[src/rtl/bin2bcd_converter_pkg.sv]
// Shared constants and FSM encoding for the binary-to-BCD converter.
// Imported by the converter top and its per-digit correction cell.
package bin2bcd_converter_pkg;

    typedef enum logic [1:0] {
        IDLE = 2'd0,
        CONV = 2'd1,
        DONE = 2'd2
    } stateT;

    localparam int DIGIT_W        = 4;
    localparam int DISP_DIGITS    = 4;
    localparam int SCRATCH_DIGITS = DISP_DIGITS + 1;
    localparam int SCRATCH_W      = SCRATCH_DIGITS * DIGIT_W;
    localparam int DISP_W         = DISP_DIGITS * DIGIT_W;
    localparam int BCD_MAX        = 9999;
    localparam int CONV_BITS      = 14;
    localparam int CNT_W          = 4;

    localparam logic [DISP_W-1:0] BCD_MAX_PACKED = 16'h9999;

endpackage

[src/rtl/bin2bcd_converter_bcd_add3.sv]
// Double-dabble digit correction: any BCD digit >= 5 gets +3 before the shift,
// so the following shift carries cleanly into the next decimal digit.
module bcd_add3
    import bin2bcd_converter_pkg::*;
(
    input  logic [DIGIT_W-1:0] digitIn,
    output logic [DIGIT_W-1:0] digitOut
);

    always_comb begin
        digitOut = digitIn;
        if (digitIn >= 4'd5) begin
            digitOut = digitIn + 4'd3;
        end
    end

endmodule

[src/rtl/bin2bcd_converter.sv]
// Sequential 14-bit binary to 4-digit packed BCD converter, one bit per clock.
// Fixed 16-cycle start-to-start latency; result registered for a scan driver.
//
//   state | meaning
//   IDLE  | waiting for Start, outputs hold last result
//   CONV  | shift-add-3, one input bit per clock, 14 clocks
//   DONE  | publish NumberSig/Ovf, pulse Done, back to IDLE
module bin2bcd_converter
    import bin2bcd_converter_pkg::*;
#(
    parameter bit SAT_EN = 1'b1
) (
    input  logic                 CLK,
    input  logic                 RST,
    input  logic                 Start,
    input  logic [CONV_BITS-1:0] BinIn,
    output logic                 Busy,
    output logic                 Done,
    output logic [DISP_W-1:0]    NumberSig,
    output logic                 Ovf
);

    stateT                  state;
    logic [SCRATCH_W-1:0]   scratch;
    logic [SCRATCH_W-1:0]   corrected;
    logic [CONV_BITS-1:0]   shiftReg;
    logic [CNT_W-1:0]       bitCnt;
    logic                   tooBig;

    for (genvar i = 0; i < SCRATCH_DIGITS; i++) begin : gDigit
        bcd_add3 uAdd3 (
            .digitIn  (scratch[i*DIGIT_W +: DIGIT_W]),
            .digitOut (corrected[i*DIGIT_W +: DIGIT_W])
        );
    end

    // Inputs never exceed 16383, so the ten-thousands digit is 0 or 1 and the
    // corrected top bit is always zero; dropping it on the shift loses nothing.
    assign tooBig = (scratch[SCRATCH_W-1 -: DIGIT_W] != '0);

    always_ff @(posedge CLK) begin
        if (RST) begin
            state     <= IDLE;
            scratch   <= '0;
            shiftReg  <= '0;
            bitCnt    <= '0;
            Busy      <= 1'b0;
            Done      <= 1'b0;
            NumberSig <= '0;
            Ovf       <= 1'b0;
        end else begin
            Done <= 1'b0;
            case (state)
                IDLE: begin
                    if (Start) begin
                        shiftReg <= BinIn;
                        scratch  <= '0;
                        bitCnt   <= '0;
                        Busy     <= 1'b1;
                        state    <= CONV;
                    end
                end
                CONV: begin
                    scratch  <= {corrected[SCRATCH_W-2:0], shiftReg[CONV_BITS-1]};
                    shiftReg <= {shiftReg[CONV_BITS-2:0], 1'b0};
                    bitCnt   <= bitCnt + 1'b1;
                    if (bitCnt == CNT_W'(CONV_BITS - 1)) begin
                        state <= DONE;
                    end
                end
                DONE: begin
                    Ovf       <= tooBig;
                    NumberSig <= (tooBig && SAT_EN) ? BCD_MAX_PACKED : scratch[DISP_W-1:0];
                    Done      <= 1'b1;
                    Busy      <= 1'b0;
                    state     <= IDLE;
                end
                default: begin
                    state <= IDLE;
                    Busy  <= 1'b0;
                end
            endcase
        end
    end

endmodule

[config.mk]
export PLATFORM = sky130hd
export DESIGN_NAME = bin2bcd_converter
export DESIGN_NICKNAME = d
export VERILOG_FILES = /design/src/rtl/bin2bcd_converter_pkg.sv /design/src/rtl/bin2bcd_converter_bcd_add3.sv /design/src/rtl/bin2bcd_converter.sv
export SDC_FILE = /design/constraint.sdc
export NUM_CORES = 1
export LEC_CHECK = 0
export CELL_PAD_IN_SITES_DETAIL_PLACEMENT = 1
export CELL_PAD_IN_SITES_GLOBAL_PLACEMENT = 1
export CORE_AREA = 2 2 107 68
export CTS_CLUSTER_DIAMETER = 150
export DETAILED_ROUTE_END_ITERATION = 10
export DIE_AREA = 0 0 109 70
export PLACE_DENSITY_LB_ADDON = 0.08
export SYNTH_ARGS = -nofsm -noshare
export SYNTH_HDL_FRONTEND = slang
export SYNTH_SLANG_ARGS = --single-unit
[constraint.sdc]
create_clock -name CLK -period 3.1 [get_ports CLK]
set_input_delay 0.465 -clock CLK [delete_from_list [all_inputs] [get_ports CLK]]
set_output_delay 0.465 -clock CLK [all_outputs]
set_load 0.02 [all_outputs]
After elaboration in Yosys (flattened, before gate mapping)
Index checks and enable logic that the tools add are counted.
{ "word_totals": {"regBits": 59, "inputBits": 17} }
{ "op_classes": {"n_addsub": 6, "n_lt_le_gt_ge": 5, "n_eq_ne": 5, "mux": 18, "bitwise": 1, "reduce_logical": 6} }
{ "op_table": {"columns": ["operator", "n"], "rows": [
  ["$pmux 20 s2", 1],
  ["$pmux 14 s2", 1],
  ["$ge 4x3->1 const B", 5],
  ["$mux 20", 1],
  ["$mux 4", 5],
  ["$add 4x2->4 const B", 4],
  ["$mux 16", 1],
  ["$mux 14", 1],
  ["$pmux 4 s2", 1],
  ["$reduce_and 2->1", 3],
  ["$add 4x1->4 const B", 1],
  ["$eq 4x4->1 const B", 1],
  ["$mux 2", 2],
  ["$ne 2x2->1 const B", 2],
  ["$pmux 2 s2", 1],
  ["$reduce_bool 4->1", 1],
  ["$add 3x2->3 const B", 1],
  ["$mux 3", 1],
  ["$eq 2x1->1 const B", 1],
  ["$eq 2x2->1 const B", 1],
  ["$logic_not 2->1", 1],
  ["$mux 1", 2],
  ["$pmux 1 s2", 1],
  ["$reduce_bool 2->1", 1],
  ["$not 1->1", 1]
]} }

Longest topological paths before layout
{ "depth": {"depth_word": 3, "mapped_depth": 7} }

Cells and area by module
Synthesis repeated with hierarchy kept, for this count alone.
{ "hier_totals": {"hier_cells": 347, "area_unflattened_um2": 2855.2} }
{ "modules_own_cells": {"columns": ["module", "n_inst", "cells_each", "area_per_inst_um2"], "rows": [
  ["bin2bcd_converter", 1, 267, 2348.5],
  ["bcd_add3", 5, 16, 101.3]
]} }

Worst setup path before layout
Ideal clock, no wire load.
{ "synth_timing": {"path_type": "reg-to-reg", "from": "register scratch[9]", "to": "register scratch[10]", "setup_ns": 0.117, "t_arrival_ns": 1.250, "required_ns": 2.983, "setup_slack_ns": 1.733, "path_stages_with_launch": 7, "period_less_slack_ns": 1.367, "cell_sequence": "dfxtp_1 > inv_1 > ha_1 > nand2b_1 > a21oi_1 > mux2i_1 > a22o_1"} }
{ "synth_via": {"elab_chain_len": 3} }
{ "synth_lines": {"columns": ["item", "line_no", "text"], "rows": [
  ["start: declaration", "bin2bcd_converter.sv:24", "logic [SCRATCH_W-1:0] scratch;"],
  ["start signal: assignment", "bin2bcd_converter.sv:64", "scratch <= {corrected[SCRATCH_W-2:0], shiftReg[CONV_BITS-1]};"],
  ["$add 4x2->4 / $ge 4x3->1 (equally long branches)", "bin2bcd_converter_bcd_add3.sv:13, bin2bcd_converter_bcd_add3.sv:12", null],
  ["$mux 4 *", "bin2bcd_converter_bcd_add3.sv:12", "if (digitIn >= 4'd5) begin"],
  ["$pmux 20 s2 *", "bin2bcd_converter.sv:53", "case (state)"]
]} }
Every way passes the cells marked *; elsewhere a longest branch is shown, timed or not.
A chain may end at the register's enable or synchronous reset.

Final worst setup path
{ "layout_timing": {"from": "register state[1]", "to": "register scratch[12]"} }
{ "layout_via": {"elab_chain_len": 3} }
{ "layout_lines": {"columns": ["item", "line_no", "text"], "rows": [
  ["start: declaration", "bin2bcd_converter.sv:23", "stateT state;"],
  ["start signal: assignment", "bin2bcd_converter.sv:43", "state <= IDLE;"],
  ["start signal: assignment", "bin2bcd_converter.sv:60", "state <= CONV;"],
  ["start signal: assignment", "bin2bcd_converter.sv:68", "state <= DONE;"],
  ["$eq 2x1->1 / $logic_not 2->1 (equally long branches)", "bin2bcd_converter.sv:53", null],
  ["$reduce_bool 2->1 (no source line) / $ne 2x2->1 (equally long branches)", null, null],
  ["$reduce_and 2->1 (no source line)", null, null]
]} }
Parallel ways exist; a longest one is shown, timed or not.

==> summary.md <==
| Metric | Value |
|---|---|
| WL final | 7600 µm |
| DRC violation count after routing | 0 |
| Area of the placeable core | 0.00682 mm² |
| Worst slew margin relative to its limit | 49.7% |
| Nature of the critical path startpoint | register |
| Unrepaired setup endpoints after global routing | false |
| Height of the die | 70 µm |
| Reported net switching power | 0.407 mW |
| Final nets | 398 |
| Most used standard cell by instance count after synthesis | dfxtp_1 |
| Maximum ir drop on the vdd rail | 0.000299 V |
| Area fraction of the dominant cell type after synthesis | 41.4% |
| Minimum clock period after layout | 1950 ps |
| Final setup skew | 6.58 ps |
| EDFF count, synth | 0 |
| Detail-routed net length per standard cell | 16.4 µm |
| Total leakage power | 1.34 nW |
| TritonCTS sink count | 59 |
| Via Count | 2450 |
| Final-layout fill cell count | 826 |
| Share of power burned in combinational logic | 7.8% |
| Layout cell share with drive strength beyond 1 | 12.1% |
| Via count of the first global-routing pass | 2530 |
| Max Clock Freq | 513 MHz |
| Area growth from synthesis to final layout | 22.5% |
| Data arrival time of the critical path | 2220 ps |
| First-pass GRT wire length | 13000 µm |
| Total gr overflow | 0 |
| Yosys warning total | 0 |
| Crit end category | register |
| Row count | 24 |
| Asr flop ratio synth | 0% |
| Result of the run | finished clean |
| Final antenna-violating net count | 0 |
| Overall die width | 109 µm |
| Effective utilization at floorplan | 41.9% |
| Post-synthesis area per instance | 8.49 µm² |
| Final Cycle Share | 62.8% |
| TritonRoute pass-1 iters | 4 |
| Type of the worst setup path | register to register |
| Antenna violations before repair | 0 |
| Share of synthesized area occupied by flip-flops and latches | 41.4% |
| Maximum number of pins on one net before global-route repair | 30 |
| Number of primary I/O pins | 36 |
| Number of I/O port buffers | 35 |
| Distinct cell type count after synthesis | 39 |
| Clock network power share | 47.9% |
| CTS H-Tree Depth | 3 |
| Detailed placement HPWL | 5310 µm |
| Internal power | 1.39 mW |
| Largest area contributor in the synthesized netlist | dfxtp_1 |
| Actual slew at the worst max-slew pin | 754 ps |
| Gates resized, CTS repair | 0 |
| Number of DRC markers after the initial detailed-route iteration | 108 |
| Buffers from clock root to sink, at most | 2 |
| Proportion of power drawn by flip-flops and latches | 44.3% |
| Setup TNS | 0 ps |
| Total setup violations reported at the end of the flow | 0 |
| Final design instance area without fill | 0.00350 mm² |
| Total placed instance area | 0.00325 mm² |
| Synth Flop Type | dfxtp_1 |
| Number of hold violations in the final report | 0 |
| Clock tree from TritonCTS | built |
| Clock input transition at the sequential cells of the worst setup and hold paths | 70 ps |
| Sw frac | 22.6% |
| Gate Count Post-Synth | 336 |
| Clock Latency Late Sink | 340 ps |
| Clock Tree Root | clkbuf_8 |
| Data required, critical path | 3380 ps |
| Cts hold-fix bufs | 0 |
| Number of buffers inserted during clock tree synthesis | 9 |
| Net Count, Synth | 366 |
| Biggest fanout along the worst timing path | 19 |
| Postcts setup bufs | 0 |
| Leading post-synthesis cells by cell area | dfxtp_1 41%, nor2_1 7.6%, a21oi_1 7.5%, ha_1 5.7%, a22o_1 4.0% |
| Netlist Area Pre-Place | 0.00285 mm² |
| Register bit count reported by yosys | 59 |
| Number of violations of the max-capacitance limit | 0 |
| Placer Congestion | 0.841 |
| Total die area | 0.00763 mm² |
| Power per Cell Area | 515 mW/mm² |
| Final number of max-transition violations | 0 |
| Diode count | 0 |
| Vias per std cell | 5.28 |
| Top cells by count, synth | 59 x dfxtp_1, 58 x nor2_1, 43 x a21oi_1, 19 x inv_1, 18 x nand2_1 |
| Aggregate global-route resource usage | 22.2% |
| Min-delay worst type | register to register |
-- sequential cells by signal (all words and copies together) (netlist names) --
signal and count:
Busy 1, shiftReg 14, bitCnt 4, state 2, scratch 20, NumberSig 16
Ovf 1, Done 1
-- worst max-delay path, stage by stage, from the launching register on --
cell and delay, ps:
dfxtp_1 810, o21bai_4 350, and2b_1 490, a22o_1 230
-- logic make-up after synthesis --
logic type | count (synthesis) | synth area share [%]
simple gates | 118 | 18.8
xor+xnor | 8 | 2.46
fa+ha+maj | 13 | 5.70
buf+inv | 42 | 6.84
flops | 59 | 41.4
compound gates | 90 | 22.7
mux | 6 | 2.15
-- worst paths after layout --
check                           slack [ps]    startpoint      endpoint  depth (start not counted)
worst min register to register         450  NumberSig[9]  NumberSig[9]                          2
worst min-delay path                   450  NumberSig[9]  NumberSig[9]                          2
worst max-delay path                  1150      state[1]   scratch[12]                          3
worst max register to register        1150      state[1]   scratch[12]                          3
-- final cells by class --
type	count	area (µm²)	share of cell area, %
clock inverters	5	100	2.86
flip-flops and latches	59	1180	33.8
well taps	91	114	3.26
clock buffers	11	141	4.04
inverters	21	78.8	2.25
repair buffers	42	403	11.5
multi-input cells	235	1480	42.3
-- stage by stage --
step	hold WS, ps	power [mW]	utilization, %	setup WS [ps]	std cells
after floorplan	449	0.903	-	1730	336
after global placement	446	0.949	47.7	1080	448
after detailed placement	452	0.953	47.7	1070	448
after CTS	460	1.82	51.3	1170	464
after global routing	474	1.88	51.3	966	464
final	454	1.80	51.3	1150	464
-- power by group through the flow --
stage	clock network (mW)	logic (mW)	registers [mW]
global route	0.922	0.156	0.799
detailed placement	0	0.140	0.813
global placement	0	0.137	0.812
floorplan	0	0.0971	0.806
finish	0.863	0.140	0.796
CTS	0.884	0.141	0.796
-- layer usage --
layer  GRT usage, %  wire length, µm
met5              0                0
met4           5.56               63
met3           5.32              332
met2           32.2             3230
met1           33.0             3970
-- cell usage in the layout (no fill, tap or decap), types with 3 or more instances in the layout --
master	count
a2111oi_2	6
nor2_1	58
a22o_1	13
a21oi_1	43
mux2i_1	5
dfxtp_1	59
clkdlybuf4s50_1	35
nor3_1	13
nand3_1	8
ha_1	13
xor2_1	3
o21ai_0	9
nand2_1	18
a22oi_1	3
nor2b_1	7
clkbuf_8	10
bufinv_16	3
inv_1	19
buf_4	7
nand2b_1	5
xnor2_1	5
a211oi_1	4
o221a_2	7
No activity file was read; power rests on OpenSTA's default activity.
